`config.mk`:
```
export PLATFORM = sky130hd
export DESIGN_NAME = simon_switch_capture
export DESIGN_NICKNAME = d
export VERILOG_FILES = /design/src/rtl/simon_pkg.sv /design/src/rtl/simon_debounce.sv /design/src/rtl/simon_switch_capture.sv
export SDC_FILE = /design/constraint.sdc
export NUM_CORES = 1
export LEC_CHECK = 0
export ABC_AREA = 1
export BUFFER_PORTS_ARGS = -buffer_cell sky130_fd_sc_hd__buf_2
export CORE_MARGIN = 5
export CORE_UTILIZATION = 47
export CTS_BUF_LIST = sky130_fd_sc_hd__clkbuf_2 sky130_fd_sc_hd__clkbuf_4 sky130_fd_sc_hd__clkbuf_8
export DETAILED_ROUTE_END_ITERATION = 6
export GPL_TIMING_DRIVEN = 0
export PLACE_DENSITY_LB_ADDON = 0.1
export SYNTH_ARGS = -nofsm -noshare
export SYNTH_HDL_FRONTEND = slang
export SYNTH_HIERARCHICAL = 1
export SYNTH_SLANG_ARGS = --single-unit
```
`constraint.sdc`:
```
create_clock -name clk -period 1.45 [get_ports clk]
set_input_delay 0.0725 -clock clk [delete_from_list [all_inputs] [get_ports clk]]
set_output_delay 0.0725 -clock clk [all_outputs]
set_load 0.05 [all_outputs]
```
`src/rtl/simon_pkg.sv`:
```
// Shared types, defaults and one-hot helpers for the Simon Says switch front end.
package simon_pkg;

    localparam int DEF_N_SW            = 10;
    localparam int DEF_DEBOUNCE_CYCLES = 4;
    localparam int DEF_TIMEOUT_CYCLES  = 1000;

    typedef enum logic [2:0] {
        ST_IDLE,
        ST_ARMED,
        ST_HELD,
        ST_SEND,
        ST_WAIT_CLR
    } capture_state_t;

    function automatic logic is_onehot(input logic [31:0] v);
        return (v != 32'd0) && ((v & (v - 32'd1)) == 32'd0);
    endfunction

    function automatic logic [4:0] onehot_to_idx(input logic [31:0] v);
        logic [4:0] idx;
        idx = '0;
        for (int i = 0; i < 32; i++)
            if (v[i]) idx = 5'(i);
        return idx;
    endfunction

endpackage

```
`src/rtl/simon_debounce.sv`:
```
// Two-flop synchroniser plus debounce: sw_db follows the synchronised switch
// bank once it has held one value for DEBOUNCE_CYCLES consecutive cycles.
module simon_debounce
    import simon_pkg::*;
#(
    parameter int N_SW            = DEF_N_SW,
    parameter int DEBOUNCE_CYCLES = DEF_DEBOUNCE_CYCLES
) (
    input  logic            clk,
    input  logic            reset,
    input  logic [N_SW-1:0] sw,
    output logic [N_SW-1:0] sw_db
);

    localparam int CW = (DEBOUNCE_CYCLES > 1) ? $clog2(DEBOUNCE_CYCLES) : 1;

    logic [N_SW-1:0] sync1_q, sync2_q, db_q;
    logic [CW-1:0]   cnt_q;

    always_ff @(posedge clk) begin
        if (reset) begin
            sync1_q <= '0;
            sync2_q <= '0;
            db_q    <= '0;
            cnt_q   <= '0;
        end else begin
            sync1_q <= sw;
            sync2_q <= sync1_q;
            // sync2 is about to change, or already matches: restart the count
            if ((sync1_q != sync2_q) || (sync2_q == db_q)) begin
                cnt_q <= '0;
            end else if (cnt_q == CW'(DEBOUNCE_CYCLES - 1)) begin
                db_q  <= sync2_q;
                cnt_q <= '0;
            end else begin
                cnt_q <= cnt_q + CW'(1);
            end
        end
    end

    assign sw_db = db_q;

endmodule

```
`src/rtl/simon_switch_capture.sv`:
```
// Switch-entry capture FSM: one raised switch per entry, index handed over on
// release via valid/ready. Idle timeout built only with SIMON_SWITCH_CAPTURE_TIMEOUT_EN.
module simon_switch_capture
    import simon_pkg::*;
#(
    parameter  int N_SW            = DEF_N_SW,
    parameter  int DEBOUNCE_CYCLES = DEF_DEBOUNCE_CYCLES,
    parameter  int TIMEOUT_CYCLES  = DEF_TIMEOUT_CYCLES,
    localparam int IDX_W           = $clog2(N_SW)
) (
    input  logic             clk,
    input  logic             reset,
    input  logic             on_off,
    input  logic [N_SW-1:0]  sw,
    input  logic             cmp_ready,
    output logic [N_SW-1:0]  led,
    output logic [IDX_W-1:0] to_cmp,
    output logic             to_cmp_valid,
    output logic             multi_err,
    output logic             timeout
);

    logic [N_SW-1:0]  sw_db;
    logic             db_zero, db_one;
    logic [IDX_W-1:0] db_idx;

    capture_state_t   state_q;
    logic [N_SW-1:0]  led_q, held_q;
    logic [IDX_W-1:0] idx_q, to_cmp_q;
    logic             valid_q, err_q;

    simon_debounce #(
        .N_SW            (N_SW),
        .DEBOUNCE_CYCLES (DEBOUNCE_CYCLES)
    ) u_debounce (
        .clk   (clk),
        .reset (reset),
        .sw    (sw),
        .sw_db (sw_db)
    );

    assign db_zero = (sw_db == '0);
    assign db_one  = is_onehot(32'(sw_db));
    assign db_idx  = IDX_W'(onehot_to_idx(32'(sw_db)));

`ifdef SIMON_SWITCH_CAPTURE_TIMEOUT_EN
    localparam int TW = $clog2(TIMEOUT_CYCLES + 1);
    logic [TW-1:0] tcnt_q;
    logic          tmo_q;
`endif

    always_ff @(posedge clk) begin
        if (reset) begin
            state_q  <= ST_IDLE;
            led_q    <= '0;
            held_q   <= '0;
            idx_q    <= '0;
            to_cmp_q <= '0;
            valid_q  <= 1'b0;
            err_q    <= 1'b0;
`ifdef SIMON_SWITCH_CAPTURE_TIMEOUT_EN
            tcnt_q   <= '0;
            tmo_q    <= 1'b0;
`endif
        end else begin
            err_q <= 1'b0;
            if (!on_off) begin
                // abort drops any pending entry without a transfer
                state_q <= ST_IDLE;
                led_q   <= '0;
                valid_q <= 1'b0;
            end else begin
                case (state_q)
                    ST_IDLE: state_q <= ST_ARMED;
                    ST_ARMED: begin
                        if (db_one) begin
                            held_q  <= sw_db;
                            idx_q   <= db_idx;
                            led_q   <= sw_db;
                            state_q <= ST_HELD;
                        end else if (!db_zero) begin
                            err_q   <= 1'b1;
                            state_q <= ST_WAIT_CLR;
                        end
                    end
                    ST_HELD: begin
                        if (db_zero) begin
                            to_cmp_q <= idx_q;
                            valid_q  <= 1'b1;
                            led_q    <= '0;
                            state_q  <= ST_SEND;
                        end else if (sw_db != held_q) begin
                            err_q   <= 1'b1;
                            led_q   <= '0;
                            state_q <= ST_WAIT_CLR;
                        end
                    end
                    ST_SEND: begin
                        if (cmp_ready) begin
                            valid_q <= 1'b0;
                            state_q <= ST_ARMED;
                        end
                    end
                    ST_WAIT_CLR: begin
                        led_q <= '0;
                        if (db_zero) state_q <= ST_ARMED;
                    end
                    default: state_q <= ST_IDLE;
                endcase
            end
`ifdef SIMON_SWITCH_CAPTURE_TIMEOUT_EN
            tmo_q <= 1'b0;
            if (on_off && (state_q == ST_ARMED) && db_zero) begin
                if (tcnt_q == TW'(TIMEOUT_CYCLES - 1)) begin
                    tcnt_q <= '0;
                    tmo_q  <= 1'b1;
                end else begin
                    tcnt_q <= tcnt_q + TW'(1);
                end
            end else begin
                tcnt_q <= '0;
            end
`endif
        end
    end

    assign led          = led_q;
    assign to_cmp       = to_cmp_q;
    assign to_cmp_valid = valid_q;
    assign multi_err    = err_q;

`ifdef SIMON_SWITCH_CAPTURE_TIMEOUT_EN
    assign timeout = tmo_q;
`else
    // constant 0; the comparison only keeps the parameter referenced
    assign timeout = (TIMEOUT_CYCLES < 0);
`endif

endmodule

```
==> impl_metrics.tcl, run 1 <==
set metrics [dict create \
    grt-ovfl-total 0 \
    synth_top_area_share_pct 38.2 \
    first_global_vias 2958 \
    drc 0 \
    yosysSeqAreaShare_pct 38.2 \
    critPathSlowestCell "dfxtp_2" \
    grt_pass1_wl_mm 12.8 \
    crit_start "u_debounce/sw_db[6]$_SDFFE_PP0P_" \
    cap_violations 0 \
    critPathLaunchType "register" \
    place_congestion 0.895 \
    synth_area_leaders "dfxtp_1 (38%), nand2_1 (16%), inv_1 (9.0%)" \
    worstSetupPathType "reg -> reg" \
    reg2reg_slack_ns -0.25 \
    peakVddDrop_mv 0.578 \
    yosysTopAreaCell "dfxtp_1" \
    clk_latency_ns 0.34 \
    p_per_area_mw_per_mm2 833 \
    rsz0062_at_grt "true" \
    min-delay-start "reset" \
    grt_max_degree 12 \
    finalHoldViolations 0 \
    first_iter_violations 101 \
    holdWs_ns 0.00407 \
    leakage_nw 2.20 \
    ys_warn_count 6 \
    wl_mm 7.75 \
    synth_nets 533 \
    viasPerCell 4.57 \
    cts_tree "yes" \
    max_freq_ghz 0.589 \
    die_w_um 95.1 \
    die_h_um 95.1 \
    clk_pin_slew_worst_paths_ns 0.07 \
    failed_checks "negative setup slack" \
    initial_core_util_pct 47.7 \
    cp_top_family "simple AND/OR/NAND/NOR gates" \
    setup_ws_ns -0.249 \
    slew_violations 0 \
    mappedNetlistArea_mm2 0.00340 \
    numClockSinks 65 \
    clockBufferDepth 2 \
    cp_common_cell "nor2_4" \
    hpwl_mm 5.10 \
    htreeDepth 3 \
    yosys.cell_types.count 28 \
    syn_to_final_growth_pct 33.3 \
    antenna_left 0 \
    root_buffer "clkbuf_8" \
    status "finished with violations" \
    cp_data_required_time_ns 1.69 \
    syn_inst 518 \
    clock-skew-final_ns 0.00587 \
    syn_area_per_cell_um2 6.57 \
    portBuffers 29 \
    pin_count 31 \
    num_rows 31 \
    hp-class "in -> reg" \
    drtPass1Iterations 4 \
    grtUsageTotal_pct 17.8 \
    setup_violations 40 \
    final.min_clock_period_ns 1.70 \
    n_antenna_cell 0 \
    core_mm2 0.00714 \
    cp.arrival_ns 1.94 \
    wl_per_cell_um 11.0 \
    fin_setup_tns_ns -5.94 \
    cts_inserted_buffers 9 \
    r2r-start "u_debounce/sw_db[6]$_SDFFE_PP0P_" \
    grt_antenna_before_repair 0 \
    period_share_pct 117 \
    layout-drive-gt1-share_pct 33.3 \
    ys_ff_latch 65 \
    cp_num_buf_inv 2 \
    cp_slowest_stage_delay_ns 0.39 \
    vias 3208 \
    fin_nets 613 \
    end_kind "register" \
    die_area_mm2 0.00904 \
    crit_path_cell_trace "nor2_4 > nand2_2 > nor2_4 > nand2_4 > nand3_4 > inv_4 > a21oi_4 > buf_6 > nand3_2 > nand2_1 > nor2_1" \
    crit_path_max_fanout 7 \
]
cells in the final DEF (no fill, tap or decap), types with 2 or more instances in the layout:
cell and instances:
nor2_4 12, dfxtp_4 7, clkinvlp_4 2, nand4_1 17, buf_2 31, inv_2 14
o21ai_1 5, o21ai_0 9, clkbuf_8 10, nor2_1 75, nand3_4 6, nor2_2 19
inv_4 3, clkinv_2 2, dfxtp_2 8, nand3_1 5, clkbuf_1 3, dlygate4sd3_1 11
dfxtp_1 50, a21oi_1 17, buf_4 21, nand2_2 28, nand3_2 9, buf_6 13
xor2_1 8, nand2_4 8, nand2_1 121, inv_1 77
worst reg2reg max path: cells and delay by family, from the launching register on:
kind | cells | cell delay (ns)
buffers and inverters | 2 | 0.23
AO/OA/AOI/OAI | 1 | 0.30
flip-flops | 1 | 0.39
AND/OR/NAND/NOR | 8 | 0.68
worst paths after layout:
path                            cells past startpoint                                to
worst min register to register                      2  u_debounce/sync2_q[8]$_SDFF_PP0_
worst max register to register                     11               led[4]$_SDFFE_PP0P_
worst min-delay path                                2             idx_q[1]$_SDFFE_PP0P_
worst max-delay path                               11               led[4]$_SDFFE_PP0P_
cells by family (layout without fill, tap and decap cells):
group	after synthesis	count (layout)	synth area share (%)
AOI/OAI and AO/OA	35	35	5.59
xor gates and xnor gates	8	8	2.06
adders and majority gates	1	1	0.368
buffers and inverters	108	192	13.6
DFF	65	65	38.2
other	1	1	0.110
and+or+nand+nor	300	301	40.1
through the flow:
step | util (%) | cells | instance area [um2] | power (W) | worst slack (ns)
global route | 63.6 | 702 | 4540 | 0.00395 | -0.421
floorplan | - | 518 | 3450 | 0.00212 | -0.0273
CTS | 59.3 | 685 | 4230 | 0.00378 | -0.251
detailed placement | 52.1 | 646 | 3720 | 0.00219 | -0.275
global placement | 52.1 | 646 | 3720 | 0.00219 | -0.230
finish | 63.6 | 702 | 4540 | 0.00378 | -0.249
Yosys cell counts:
cell type,number
a21oi_1,17
a21oi_4,1
a31oi_1,1
buf_2,2
buf_4,2
buf_6,6
clkbuf_1,3
clkinv_2,1
conb_1,1
dfxtp_1,65
ha_1,1
inv_1,82
inv_2,12
nand2_1,142
nand2_2,14
nand2_4,1
nand3_1,14
nand3_2,3
nand3_4,2
nand4_1,17
nor2_1,81
nor2_2,21
nor2_4,4
nor3_2,1
o21ai_0,10
o21ai_1,5
o31ai_1,1
xor2_1,8
metal layers:
metal / routed length, um / share of wire, % / global-route usage (%)
met5: 0 / 0 / 0
met4: 191 / 2.5 / 8.65
met3: 224 / 2.9 / 3.24
met2: 4080 / 53 / 32.1
met1: 3260 / 42 / 20.0
repair_timing:
action                                 in CTS  in global routing
setup endpoints to repair                  40                 45
buffers inserted                           11                 15
endpoints found under the hold margin      11                  0
hold buffers                               11                  0
pin swaps                                   8                 33
resized for setup                          32                 57
gates cloned                                2                  3
power breakdown:
group / switching, W / internal, W / leakage [nW]
sequential: 0.0000232 / 0.00181 / 0.538
clock: 0.000706 / 0.000854 / 0.0987
combinational: 0.000232 / 0.000154 / 1.56
sequential cells by signal, indices dropped and copies added, names as in the netlist, 2 cells and up:
register and count:
u_debounce/sw_db 10, led 10, state_q 3, held_q 10, u_debounce/cnt_q 2, to_cmp 4, u_debounce/sync2_q 10, idx_q 4
u_debounce/sync1_q 10
layout make-up:
class,count,area [um2]
fill,672,2600
multi-input combinational,346,1880
buffer,12,105
tap,99,124
clock inverter,5,55.1
inverter,95,369
clock buffer,11,145
sequential,65,1340
timing repair buffer,69,523
Note: power is estimated with default switching activity, not from simulation.
==> run 2, diff against run 1 <==
--- a/config.mk
+++ b/config.mk
@@ -7,11 +7,13 @@
 export LEC_CHECK = 0
 export ABC_AREA = 1
 export BUFFER_PORTS_ARGS = -buffer_cell sky130_fd_sc_hd__buf_2
+export CORE_ASPECT_RATIO = 2
 export CORE_MARGIN = 5
 export CORE_UTILIZATION = 47
 export CTS_BUF_LIST = sky130_fd_sc_hd__clkbuf_2 sky130_fd_sc_hd__clkbuf_4 sky130_fd_sc_hd__clkbuf_8
 export DETAILED_ROUTE_END_ITERATION = 6
 export GPL_TIMING_DRIVEN = 0
+export HOLD_SLACK_MARGIN = 0.15
 export PLACE_DENSITY_LB_ADDON = 0.1
 export SYNTH_ARGS = -nofsm -noshare
 export SYNTH_HDL_FRONTEND = slang
==> constraint.sdc (replaced) <==
create_clock -name clk -period 1.6 [get_ports clk]
set_input_delay 0.08 -clock clk [delete_from_list [all_inputs] [get_ports clk]]
set_output_delay 0.08 -clock clk [all_outputs]
set_load 0.05 [all_outputs]
==> impl_metrics.tcl, run 2 (synthesis gave the netlist of run 1 again) <==
set metrics [dict create \
    rsz0062_at_grt "true" \
    grt_max_degree 13 \
    slew_violations 0 \
    num_rows 44 \
    syn_to_final_growth_pct 28.8 \
    cp.arrival_ns 1.91 \
    cts_tree "yes" \
    layout_common_cells "nand2_1 (135), inv_1 (82), nor2_1 (77)" \
    cts_inserted_buffers 9 \
    finalHoldViolations 0 \
    grtUsageTotal_pct 18.3 \
    antenna_left 0 \
    hpwl_mm 5.23 \
    place_congestion 0.837 \
    grt_pass1_wl_mm 13.3 \
    drc 0 \
    vias 3153 \
    core_mm2 0.00716 \
    final.min_clock_period_ns 1.66 \
    fin_setup_tns_ns -0.241 \
    portBuffers 29 \
    viasPerCell 4.57 \
    setup_violations 13 \
    power_w 0.00339 \
    pin_count 31 \
    worstSetupPathType "reg -> reg" \
    wl_per_cell_um 11.0 \
    first_global_vias 2977 \
    clock-skew-final_ns 0.00948 \
    pre_cts_ws_ns -0.163 \
    initial_core_util_pct 47.6 \
    grt_antenna_before_repair 0 \
    grt-ovfl-total 0 \
    drtPass1Iterations 4 \
    fin_nets 608 \
    wl_mm 7.59 \
    peakVddDrop_mv 0.583 \
    n_antenna_cell 0 \
    clockBufferDepth 2 \
    p_per_area_mw_per_mm2 774 \
    htreeDepth 3 \
    setup_ws_ns -0.0643 \
    first_iter_violations 176 \
    leakage_nw 2.15 \
    die_w_um 70.2 \
    hp-class "reg -> reg" \
    numClockSinks 65 \
    layout-drive-gt1-share_pct 28.3 \
    die_area_mm2 0.00915 \
    failed_checks "negative setup slack" \
    crit_path_max_fanout 6 \
    cap_violations 0 \
    die_h_um 130 \
    end_kind "register" \
    root_buffer "clkbuf_8" \
    period_share_pct 104 \
    critPathLaunchType "register" \
    holdWs_ns 0.436 \
    clk_pin_slew_worst_paths_ns 0.08 \
    cp_data_required_time_ns 1.84 \
    status "finished with violations" \
    mostFrequentLayoutCell "nand2_1" \
    max_freq_ghz 0.601 \
    clk_latency_ns 0.35 \
]
[run 2: cell count changes in the layout (fill, tap and decap cells not counted), moves of 3 or more]
cell / delta
inv_2: -3
nand2_4: -3
inv_1: +5
nand3_4: -3
buf_6: -5
a21oi_1: -4
dfxtp_1: +4
nand2_1: +14
dlygate4sd3_1: +4
a21oi_2: +4
dfxtp_2: -6
nand2_2: -11
[run 2: per-layer routing]
| metal | up-vias | part of all wire [%] | track usage, % |
|---|---|---|---|
| li1 | 1703 | - | - |
| met1 | 1397 | 43 | 21.2 |
| met2 | 38 | 51 | 31.8 |
| met3 | 15 | 2.8 | 5.17 |
| met4 | 0 | 2.7 | 7.00 |
| met5 | - | 0 | 0 |
[run 2: layout make-up]
class | instances | area (um2)
sequential | 65 | 1340
buffer | 12 | 106
tap | 92 | 115
timing repair buffer | 65 | 464
fill | 695 | 2770
clock inverter | 6 | 67.6
inverter | 95 | 364
multi-input combinational | 345 | 1790
clock buffer | 10 | 138
[run 2: final timing paths]
kind              depth (start not counted)                        startpoint  slack, ns                          endpoint
setup / recovery                         11  u_debounce/sw_db[3]$_SDFFE_PP0P_      -0.06               led[9]$_SDFFE_PP0P_
hold / removal                            2  u_debounce/sync1_q[9]$_SDFF_PP0_       0.44  u_debounce/sync2_q[9]$_SDFF_PP0_
setup reg to reg                         11  u_debounce/sw_db[3]$_SDFFE_PP0P_      -0.06               led[9]$_SDFFE_PP0P_
hold reg to reg                           2  u_debounce/sync1_q[9]$_SDFF_PP0_       0.44  u_debounce/sync2_q[9]$_SDFF_PP0_
[run 2: critical path: stages, from the launching register on]
cell and delay (ns):
dfxtp_4 0.36, nor2_4 0.16, nand2_4 0.09, nor2_4 0.10, nand2_4 0.08, nand3_4 0.09
inv_4 0.05, a21oi_4 0.25, buf_6 0.18, nand3_2 0.08, nand2_1 0.06, nor2_1 0.04
[run 2: power by group]
part / internal (W) / total [W] / switching, W
logic: 0.000135 / 0.000331 / 0.000196
clock network: 0.000763 / 0.00141 / 0.000643
registers: 0.00164 / 0.00166 / 0.0000221
total: 0.00253 / 0.00339 / 0.000862
[run 2: what timing repair did]
action                     CTS  global route
hold buffers                15             0
resized for setup           38            32
hold endpoints to repair    17             0
pin swaps                   10             4
cloned                       3             0
buffers inserted            13             5
setup endpoints to repair   30            30
[run 2: stage by stage]
step	instance area [um2]	util [%]	cells
2_1_floorplan	3400	-	518
3_3_place_gp	3660	51.2	639
3_5_place_dp	3660	51.2	639
4_1_cts	4230	59.1	685
5_1_grt	4380	61.3	690
6_report	4380	61.3	690
==> run 3, diff against run 2 <==
--- a/config.mk
+++ b/config.mk
@@ -7,6 +7,7 @@
 export LEC_CHECK = 0
 export ABC_AREA = 1
 export BUFFER_PORTS_ARGS = -buffer_cell sky130_fd_sc_hd__buf_2
+export CAP_MARGIN = 25
 export CORE_ASPECT_RATIO = 2
 export CORE_MARGIN = 5
 export CORE_UTILIZATION = 47
@@ -15,6 +16,7 @@
 export GPL_TIMING_DRIVEN = 0
 export HOLD_SLACK_MARGIN = 0.15
 export PLACE_DENSITY_LB_ADDON = 0.1
+export SKIP_CTS_REPAIR_TIMING = 1
 export SYNTH_ARGS = -nofsm -noshare
 export SYNTH_HDL_FRONTEND = slang
 export SYNTH_HIERARCHICAL = 1
==> constraint.sdc (replaced) <==
create_clock -name clk -period 2.1 [get_ports clk]
set_input_delay 0.105 -clock clk [delete_from_list [all_inputs] [get_ports clk]]
set_output_delay 0.105 -clock clk [all_outputs]
set_load 0.05 [all_outputs]
==> impl_metrics.tcl, run 3 (synthesis gave the netlist of run 1 again) <==
set metrics [dict create \
    cp_data_required_time_ns 2.35 \
    root_buffer "clkbuf_8" \
    cp.arrival_ns 2.00 \
    cts_tree "yes" \
    fin_setup_tns_ns 0 \
    regArea_mm2 0.00130 \
    first_iter_violations 197 \
    rsz0062_at_grt "false" \
    pin_count 31 \
    numClockSinks 65 \
    place_inst 639 \
    wl_mm 6.87 \
    clk_latency_ns 0.35 \
    power.share.sequential_pct 49.6 \
    die_w_um 70.2 \
    finalNonFillerCells 667 \
    end_kind "register" \
    n_antenna_cell 0 \
    die_area_mm2 0.00915 \
    wl_per_cell_um 10.3 \
    period_share_pct 83.5 \
    p_int_w 0.00192 \
    grt_antenna_before_repair 0 \
    vias 2997 \
    grt-ovfl-total 0 \
    grtUsageTotal_pct 16.8 \
    portBuffers 29 \
    layout-drive-gt1-share_pct 20.0 \
    clockBufferDepth 2 \
    first_global_vias 2750 \
    slew_violations 0 \
    peakVddDrop_mv 0.443 \
    cts_inserted_buffers 9 \
    syn_to_final_growth_pct 17.2 \
    grt_pass1_wl_mm 12.2 \
    final.min_clock_period_ns 1.75 \
    grt_max_degree 13 \
    status "completed" \
    worstSetupPathType "reg -> reg" \
    p_per_area_mw_per_mm2 643 \
    place_congestion 0.837 \
    n_fill_cell 750 \
    mostFrequentLayoutCell "nand2_1" \
    clock-skew-final_ns 0.00916 \
    multi_input_comb_area_mm2 0.00164 \
    power_frac_clock_pct 41.7 \
    leakage_nw 1.98 \
    comb_power_share_pct 8.7 \
    antenna_left 0 \
    p_sw_w 0.000642 \
    layout_common_cells "nand2_1 (142), inv_1 (82), nor2_1 (81)" \
    critPathLaunchType "register" \
    hpwl_mm 5.23 \
    drtPass1Iterations 4 \
    max_freq_ghz 0.570 \
    core_mm2 0.00716 \
    crit_path_max_fanout 10 \
    htreeDepth 3 \
    finalHoldViolations 0 \
    setup_violations 0 \
    fin_nets 585 \
    viasPerCell 4.49 \
    drc 0 \
    clk_pin_slew_worst_paths_ns 0.07 \
    hp-class "in -> reg" \
    die_h_um 130 \
    num_rows 44 \
    switching_share_pct 25.0 \
    cap_violations 0 \
    initial_core_util_pct 47.6 \
]
## run 3: layout make-up
cell class	count	area share [%]
Clock buffer	10	3.45
Sequential cell	65	32.6
Inverter	95	8.97
Buffer	13	2.60
Timing Repair Buffer	41	6.65
Tap cell	92	2.89
Multi-Input combinational cell	345	41.1
Clock inverter	6	1.69
## run 3: metal layers
metal | up-vias | GRT usage (%) | share of wire, %
li1 | 1652 | - | -
met2 | 27 | 28.5 | 50
met3 | 9 | 4.39 | 2.7
met4 | 0 | 7.11 | 1.9
met1 | 1309 | 20.0 | 45
met5 | - | 0 | 0
## run 3: power groups by stage
stage	sequential, W	combinational, W	clock, W
after floorplan	0.00132	0.000142	0
after global placement	0.00130	0.000208	0
after detailed placement	0.00130	0.000208	0
after CTS	0.00127	0.000209	0.00111
after global routing	0.00128	0.000254	0.00117
final	0.00127	0.000223	0.00107
## run 3: final timing paths
kind	start	to	slack, ns	cells past startpoint
min	on_off	idx_q[3]$_SDFFE_PP0P_	0.16	4
max	u_debounce/sw_db[1]$_SDFFE_PP0P_	led[9]$_SDFFE_PP0P_	0.35	11
min reg2reg	u_debounce/sync1_q[9]$_SDFF_PP0_	u_debounce/sync2_q[9]$_SDFF_PP0_	0.44	2
max reg2reg	u_debounce/sw_db[1]$_SDFFE_PP0P_	led[9]$_SDFFE_PP0P_	0.35	11
## run 3: critical path, cell delays in order (launching register included)
cell and delay, ns:
dfxtp_1 0.41, nor2_2 0.18, nand2_2 0.11, nor2_2 0.15
nand2_4 0.08, nand3_2 0.08, inv_2 0.06, a21oi_4 0.23
buf_6 0.17, nand3_1 0.07, nand2_1 0.06, nor2_1 0.04
## run 3: through the flow
step                setup slack [ns]  total power, W  area, um2  hold slack (ns)  util, %
global placement               0.344         0.00151       3660            0.308     51.2
CTS                            0.321         0.00259       3870          -0.0689     54.1
detailed placement             0.337         0.00151       3660            0.314     51.2
finish                         0.346         0.00257       3990            0.157     55.7
global route                  0.0979         0.00270       3990            0.196     55.7
floorplan                      0.548         0.00146       3400            0.177        -
